==> src/rtl/reg_file.sv <==
// Two-read / one-write register file with per-entry valid bits and a sequential clear engine.
// Optional same-cycle write-to-read bypass is enabled with the REGFILE_BYPASS_EN macro.
module reg_file #(
  parameter int DATA_W   = 8,
  parameter int ADDR_W   = 2,
  parameter int ZERO_REG = 0
) (
  input  logic              clk,
  input  logic              rst,
  input  logic              wen,
  input  logic [ADDR_W-1:0] waddr,
  input  logic [DATA_W-1:0] wdata,
  input  logic [ADDR_W-1:0] raddr_a,
  input  logic [ADDR_W-1:0] raddr_b,
  output logic [DATA_W-1:0] rdata_a,
  output logic [DATA_W-1:0] rdata_b,
  output logic              rvld_a,
  output logic              rvld_b,
  input  logic              clr_req,
  output logic              busy
);

  localparam int DEPTH = 2 ** ADDR_W;

  typedef enum logic [0:0] {
    IDLE  = 1'b0,
    CLEAR = 1'b1
  } state_t;

  state_t              state_r;
  state_t              state_nxt_s;
  logic [ADDR_W-1:0]   idx_r;
  logic [DATA_W-1:0]   mem_r [DEPTH];
  logic [DEPTH-1:0]    vld_r;
  logic                busy_s;
  logic                wr_acc_s;
  logic                last_s;
  logic [DATA_W:0]     rd_a_s;
  logic [DATA_W:0]     rd_b_s;

  // The clear engine finishes when the index points at the final entry.
  assign last_s = &idx_r;

  // State register.
  always_ff @(posedge clk) begin
    if (rst) begin
      state_r <= IDLE;
    end else begin
      state_r <= state_nxt_s;
    end
  end

  // Next-state logic; a clr_req seen while clearing does not restart the walk.
  always_comb begin
    state_nxt_s = state_r;
    case (state_r)
      IDLE: begin
        if (clr_req) begin
          state_nxt_s = CLEAR;
        end else begin
          state_nxt_s = IDLE;
        end
      end
      CLEAR: begin
        if (last_s) begin
          state_nxt_s = IDLE;
        end else begin
          state_nxt_s = CLEAR;
        end
      end
      default: state_nxt_s = IDLE;
    endcase
  end

  // Output decode; a clear request or reset in the same cycle drops the write.
  always_comb begin
    busy_s   = 1'b0;
    wr_acc_s = 1'b0;
    case (state_r)
      IDLE: begin
        busy_s = 1'b0;
        if (wen && !clr_req && !rst && !((ZERO_REG != 0) && (waddr == '0))) begin
          wr_acc_s = 1'b1;
        end else begin
          wr_acc_s = 1'b0;
        end
      end
      CLEAR: begin
        busy_s   = 1'b1;
        wr_acc_s = 1'b0;
      end
      default: begin
        busy_s   = 1'b0;
        wr_acc_s = 1'b0;
      end
    endcase
  end

  assign busy = busy_s;

  // Storage, valid bits and clear index.
  always_ff @(posedge clk) begin
    if (rst) begin
      idx_r <= '0;
      vld_r <= '0;
      for (int i = 0; i < DEPTH; i++) begin
        mem_r[i] <= '0;
      end
    end else if (busy_s) begin
      mem_r[idx_r] <= '0;
      vld_r[idx_r] <= 1'b0;
      idx_r        <= idx_r + ADDR_W'(1);
    end else begin
      idx_r <= '0;
      if (wr_acc_s) begin
        mem_r[waddr] <= wdata;
        vld_r[waddr] <= 1'b1;
      end
    end
  end

  // Read port A: hardwired zero entry first, then optional bypass, then storage.
  always_comb begin
    rd_a_s = {vld_r[raddr_a], mem_r[raddr_a]};
    if ((ZERO_REG != 0) && (raddr_a == '0)) begin
      rd_a_s = {1'b1, {DATA_W{1'b0}}};
`ifdef REGFILE_BYPASS_EN
    end else if (wr_acc_s && (raddr_a == waddr)) begin
      rd_a_s = {1'b1, wdata};
`endif
    end else begin
      rd_a_s = {vld_r[raddr_a], mem_r[raddr_a]};
    end
  end

  // Read port B mirrors port A with its own address.
  always_comb begin
    rd_b_s = {vld_r[raddr_b], mem_r[raddr_b]};
    if ((ZERO_REG != 0) && (raddr_b == '0)) begin
      rd_b_s = {1'b1, {DATA_W{1'b0}}};
`ifdef REGFILE_BYPASS_EN
    end else if (wr_acc_s && (raddr_b == waddr)) begin
      rd_b_s = {1'b1, wdata};
`endif
    end else begin
      rd_b_s = {vld_r[raddr_b], mem_r[raddr_b]};
    end
  end

  assign rvld_a  = rd_a_s[DATA_W];
  assign rdata_a = rd_a_s[DATA_W-1:0];
  assign rvld_b  = rd_b_s[DATA_W];
  assign rdata_b = rd_b_s[DATA_W-1:0];

endmodule

==> config.mk <==
export PLATFORM = sky130hd
export DESIGN_NAME = reg_file
export DESIGN_NICKNAME = d
export VERILOG_FILES = /design/src/rtl/reg_file.sv
export SDC_FILE = /design/constraint.sdc
export NUM_CORES = 1
export LEC_CHECK = 0
export CORE_MARGIN = 4
export CORE_UTILIZATION = 25
export CTS_CLUSTER_SIZE = 40
export DETAILED_ROUTE_END_ITERATION = 8
export SYNTH_ARGS = -nofsm -noshare
export SYNTH_HDL_FRONTEND = slang
export SYNTH_SLANG_ARGS = --single-unit
export TNS_END_PERCENT = 10
==> constraint.sdc <==
create_clock -name clk -period 2 [get_ports clk]
set_input_delay 0.3 -clock clk [delete_from_list [all_inputs] [get_ports clk]]
set_output_delay 0.3 -clock clk [all_outputs]
set_load 0.1 [all_outputs]
# After elaboration in Yosys (flattened, before gate mapping)
# Memory sizes are Yosys's and may differ from the RTL's.
# Cells that the tools add are included.
classes:
  add_sub_neg: 1
  mux: 31
  n_lt_le_gt_ge: 6
  reduce_logical: 11
  bitwise_logic: 5
op_table:
  columns: ["operator", "n"]
  rows:
  - ["two-way mux 1 bit", 18]
  - ["two-way mux 8 bit", 2]
  - ["OR reduction 8 bit", 2]
  - ["< comparator 2 x 3 -> 1 bit, second input constant", 4]
  - ["two-way mux 4 bit", 2]
  - ["one-hot mux 1 bit (2 select lines)", 3]
  - ["AND 4 bit", 1]
  - ["binary-select mux 1 bit (select 2 bit)", 2]
  - ["demux 1 bit (select 2 bit)", 2]
  - ["greater-or-equal comparator 2 x 1 -> 1 bit, second input constant", 2]
  - ["logical AND 1 bit", 4]
  - ["two-way mux 2 bit", 2]
  - ["NOT 4 bit", 1]
  - ["OR 4 bit", 1]
  - ["adder 2 x 1 -> 2 bit, second input constant", 1]
  - ["zero test 1 bit", 2]
  - ["NOT 1 bit", 2]
  - ["AND reduction 2 bit", 1]
  - ["nonzero test 2 bit", 1]
  - ["OR reduction 2 bit", 1]
totals:
  wordCells: 58
  mem_count: 1
  mem_bits_rw: 32
  in_bits: 18
  ff_bits: 7
  output_inout_bits: 19
memory_table:
  columns: ["name", "depth", "word_bits", "read_ports", "rd_ports_with_merged_regs", "wr", "line", "source"]
  rows:
  - ["mem_r", 4, 8, 2, 0, 4, "33", "logic [DATA_W-1:0] mem_r [DEPTH];"]

# Logic depth before layout (Yosys ltp)
# Gate-level depths: netlist of the first run.
logic_depth:
  word_depth: 11
  depth_mapped: 5
  depth_no_buf: 5

# Worst setup path before layout of the first run
# OpenSTA, ideal clock, no wires.
synth_timing:
  kind: "register -> register"
  start: "register state_r"
  end: "memory mem_r[0][0], enable pin"
  required_time_ps: 1616
  arrival_ps: 2236
  path_slack_ps: -620
  synth_period_minus_slack_ps: 2620
  path_stages_with_launch: 4
  path_buffers: 1
  setup_ps: 384
  path_cell_list: "dfxtp_1 buf_2 a21oi_1 o21ai_0"
synth_rtl:
  columns: ["item", "line", "source"]
  rows:
  - ["start, declared", "30", "state_t state_r;"]
  - ["start signal, assigned", "49", "state_r <= state_nxt_s;"]
  - ["end, declared", "33", null]

==> results of run 1 <==
## cells in the final DEF, fill, tap and decap left out, types with 2 or more instances in the layout
cell	Yosys	layout
and3_1	2	2
buf_12	0	24
dlygate4sd2_1	0	2
dfxtp_1	7	6
edfxtp_1	32	32
ha_1	4	4
clkbuf_8	0	5
clkdlybuf4s50_1	0	15
mux4_2	18	18
buf_4	0	19
inv_1	12	12
nand2_1	13	13
nor2_2	8	8
o21ai_1	1	2
nor2_1	6	6
nor3_1	16	16
a22oi_1	4	4
## what timing repair did
item,4_1_cts,5_1_grt
cloned,1,0
gates resized for setup,2,2
setup endpoints to repair,18,17
## area by class of cell
cell class                      count  area [um2]  share of cell area [%]
Timing Repair Buffer               61         823                    27.0
Multi-Input combinational cell     86         841                    27.6
Tap cell                          102         128                    4.18
Clock buffer                        5        68.8                    2.26
Clock inverter                      3        43.8                    1.44
Sequential cell                    39        1100                    36.1
Inverter                           12        45.0                    1.48
## metrics by stage
step | power, uW | hold slack (ps) | instances
detailed placement | 1700 | 513 | 299
floorplan | 1390 | 451 | 145
global placement | 1690 | 505 | 299
global route | 2410 | 585 | 308
finish | 2330 | 541 | 308
CTS | 2350 | 533 | 308
## registers in the layout, indices dropped and copies added (netlist names)
name / count
idx_r: 2
state_r: 1
vld_r: 4
mem_r: 32
## critical path, cell delays in order
cell	delay, ps
clkdlybuf4s50_1	450
or4b_1	510
a2111o_1	400
nand2_1	130
buf_12	140
## cell families (layout without fill, tap and decap cells)
group                    after synthesis  after routing
flip-flops                            39             39
adder cells (fa/ha/maj)                4              4
buffers and inverters                 20             81
AND/OR/NAND/NOR                       53             53
AO/OA/AOI/OAI                         11             11
multiplexers                          18             18
## worst paths after layout
path	end	from
setup / recovery	mem_r[2][7]$_SDFFCE_PN0P_	waddr[0]
hold / removal	vld_r[0]$_SDFFE_PP0P_	vld_r[0]$_SDFFE_PP0P_
setup reg to reg	mem_r[2][7]$_SDFFCE_PN0P_	state_r$_SDFF_PP0_
hold reg to reg	vld_r[0]$_SDFFE_PP0P_	vld_r[0]$_SDFFE_PP0P_
## power groups by stage
stage | combinational, uW | clock [uW] | sequential (uW)
finish | 727 | 653 | 950
global route | 754 | 694 | 957
CTS | 734 | 665 | 951
detailed placement | 726 | 0 | 969
global placement | 721 | 0 | 966
floorplan | 416 | 0 | 969
## metal layers
layer / routed length [um] / share of wire (%)
met1: 1970 / 40
met2: 2690 / 55
met3: 198 / 4.0
met4: 79 / 1.6
met5: 0 / 0
## synth_stat cells
cell       n
inv_1     12
buf_1      2
nor2_1     6
nor2_2     8
nor4b_1    2
a21oi_1    1
or4b_1     1
nor4bb_1   1
o21ai_1    1
buf_2      4
a211oi_2   1
nor3_1    16
a2111o_1   1
o21ai_0    3
clkbuf_1   1
nor4b_4    1
dfxtp_1    7
nor2b_1    2
ha_1       4
nand2b_1   1
nand2_1   13
edfxtp_1  32
mux4_2    18
a22oi_1    4
buf_6      1
and3_1     2
==> metrics.md, run 1 <==
| Metric | Value |
|---|---|
| Outcome | finished, final reports clean |
| Largest net degree at the start of global routing | 17 |
| Post-CTS Setup Inserts | 0 |
| DRC violations left | 0 |
| Share of layout cells above drive strength 1 | 40.8% |
| Worst setup slack after layout | 66.4 ps |
| Via-to-Cell Ratio | 4.52 |
| CTS tree | done |
| H-Tree Depth | 2 |
| Post-synthesis compound-gate area fraction | 3.91% |
| Worst-path fanout max | 8 |
| # diodes | 0 |
| Comb pwr share | 31.2% |
| Height of the die | 97.8 um |
| Final Critical Period | 1930 ps |
| Wirelength, routed | 4940 um |
| CP endpoint kind | register |
| Drt pass-1 iters | 4 |
| DR WL/cell | 16.0 um |
| Multiplexer share of the synthesized area | 20.1% |
| FP Rows | 32 |
| Register area share after synthesis | 54.6% |
| I/O pins | 37 |
| WHS Path Cells | 2 |
| Cell variety after synth | 26 |
| Final ANT Viol Nets | 0 |
| Worst skew pair latency | 290 ps |
| Clk pwr share | 28.0% |
| Most Used Layer, Global Route | met2 |
| Final Cell Area | 3050 um2 |
| Root buffer cell | clkbuf_8 |
| Post-Synth Adder-Cell Area | 2.48% |
| Register-to-Register Setup Slack | 150 ps |
| Layout area overhead | 51.3% |
| Die area | 9570 um2 |
| Leading area contributor after synthesis | edfxtp_1 |
| DR vias | 1393 |
| Area after DPL | 2900 um2 |
| Total congestion overflow | 0 |
| Max-slew headroom | 68.7% |
| Syn_area_per_cell | 13.9 um2 |
| HPWL Detailed | 3650 um |
| Met2 Usage GRT | 19.4% |
| Worst Max-Slew Pin Slew | 468 ps |
| Grt met3 use | 2.21% |
| First-pass GRT wire length | 7760 um |
| Core Box Area | 7770 um2 |
| Switch Pwr | 738 uW |
| Unrepaired setup endpoints after global routing | false |
| Cts bufs inserted | 5 |
| Synthesized flop and latch total | 39 |
| Leak | 0.00117 uW |
| Min-Delay Path Class | reg2reg |
| Internal | 1590 uW |
| Switching Fraction | 31.7% |
| Setup tns final | 0 ps |
| Initial antenna violation count | 0 |
| Syn Nets | 167 |
| Fmax | 517 MHz |
| Yosys top cell area share | 47.6% |
| Initial Utilization | 26.0% |
| Final nets | 227 |
| Reg power frac | 40.8% |
| CTS Hold Bufs | 0 |
| Final slew viol count | 0 |
| Clk sinks | 39 |
| Placer Congestion | 0.784 |
| Global Route Usage Sum | 10.6% |
| Simple-gate share of the synthesized area | 14.6% |
| Detailed Route Iter0 Violations | 50 |
| Largest family of logic cells by synthesized area | multiplexers |
| Post-Synth XOR/XNOR Area | 0% |
| Synth top area cells | edfxtp_1 48%, mux4_2 20%, dfxtp_1 6.9% |
| Syn Inst Count | 145 |
| Worst path arrival time | 1940 ps |
| Die width | 97.8 um |
| Clk buf depth | 2 |
| Crit path kind | in2reg |
| Final setup vio count | 0 |
| Vias in the first global route | 1432 |
| Netlist Area Pre-Place | 2020 um2 |
| YS warnings | 0 |
| Met1 usage | 12.2% |
| Fin. Hold Viols | 0 |
| PortBufs | 36 |
| Required time of the critical path | 2010 ps |
| Setup crit start kind | input pin |
| Worst reg-to-reg path cell count | 4 |
| IR drop worst, VDD | 0.242 mV |
| Max Cap Viol | 0 |
| # fillers | 747 |
| Final period utilization | 96.7% |
| Util after Layout | 39.3% |
| Pwr dens | 764 nW/um2 |
| Clock-pin slew on the worst setup and hold paths | 70 ps |
| Pre-CTS WS | -301 ps |
| Skew final | 4.97 ps |
No activity file was read; power rests on OpenSTA's default activity.
==> inputs of run 2 (changes only) <==
--- a/config.mk
+++ b/config.mk
@@ -7,6 +7,7 @@
 export LEC_CHECK = 0
 export CORE_MARGIN = 4
 export CORE_UTILIZATION = 25
+export CTS_CLUSTER_DIAMETER = 100
 export CTS_CLUSTER_SIZE = 40
 export DETAILED_ROUTE_END_ITERATION = 8
 export SYNTH_ARGS = -nofsm -noshare
==> results of run 2 <==
Final layout, timing and power as in run 1 (identical DEF).
==> inputs of run 3 (changes only) <==
--- a/config.mk
+++ b/config.mk
@@ -10,6 +10,7 @@
 export CTS_CLUSTER_DIAMETER = 100
 export CTS_CLUSTER_SIZE = 40
 export DETAILED_ROUTE_END_ITERATION = 8
+export SLEW_MARGIN = 10
 export SYNTH_ARGS = -nofsm -noshare
 export SYNTH_HDL_FRONTEND = slang
 export SYNTH_SLANG_ARGS = --single-unit
==> results of run 3 <==
Final layout, timing and power as in run 1 (identical DEF).
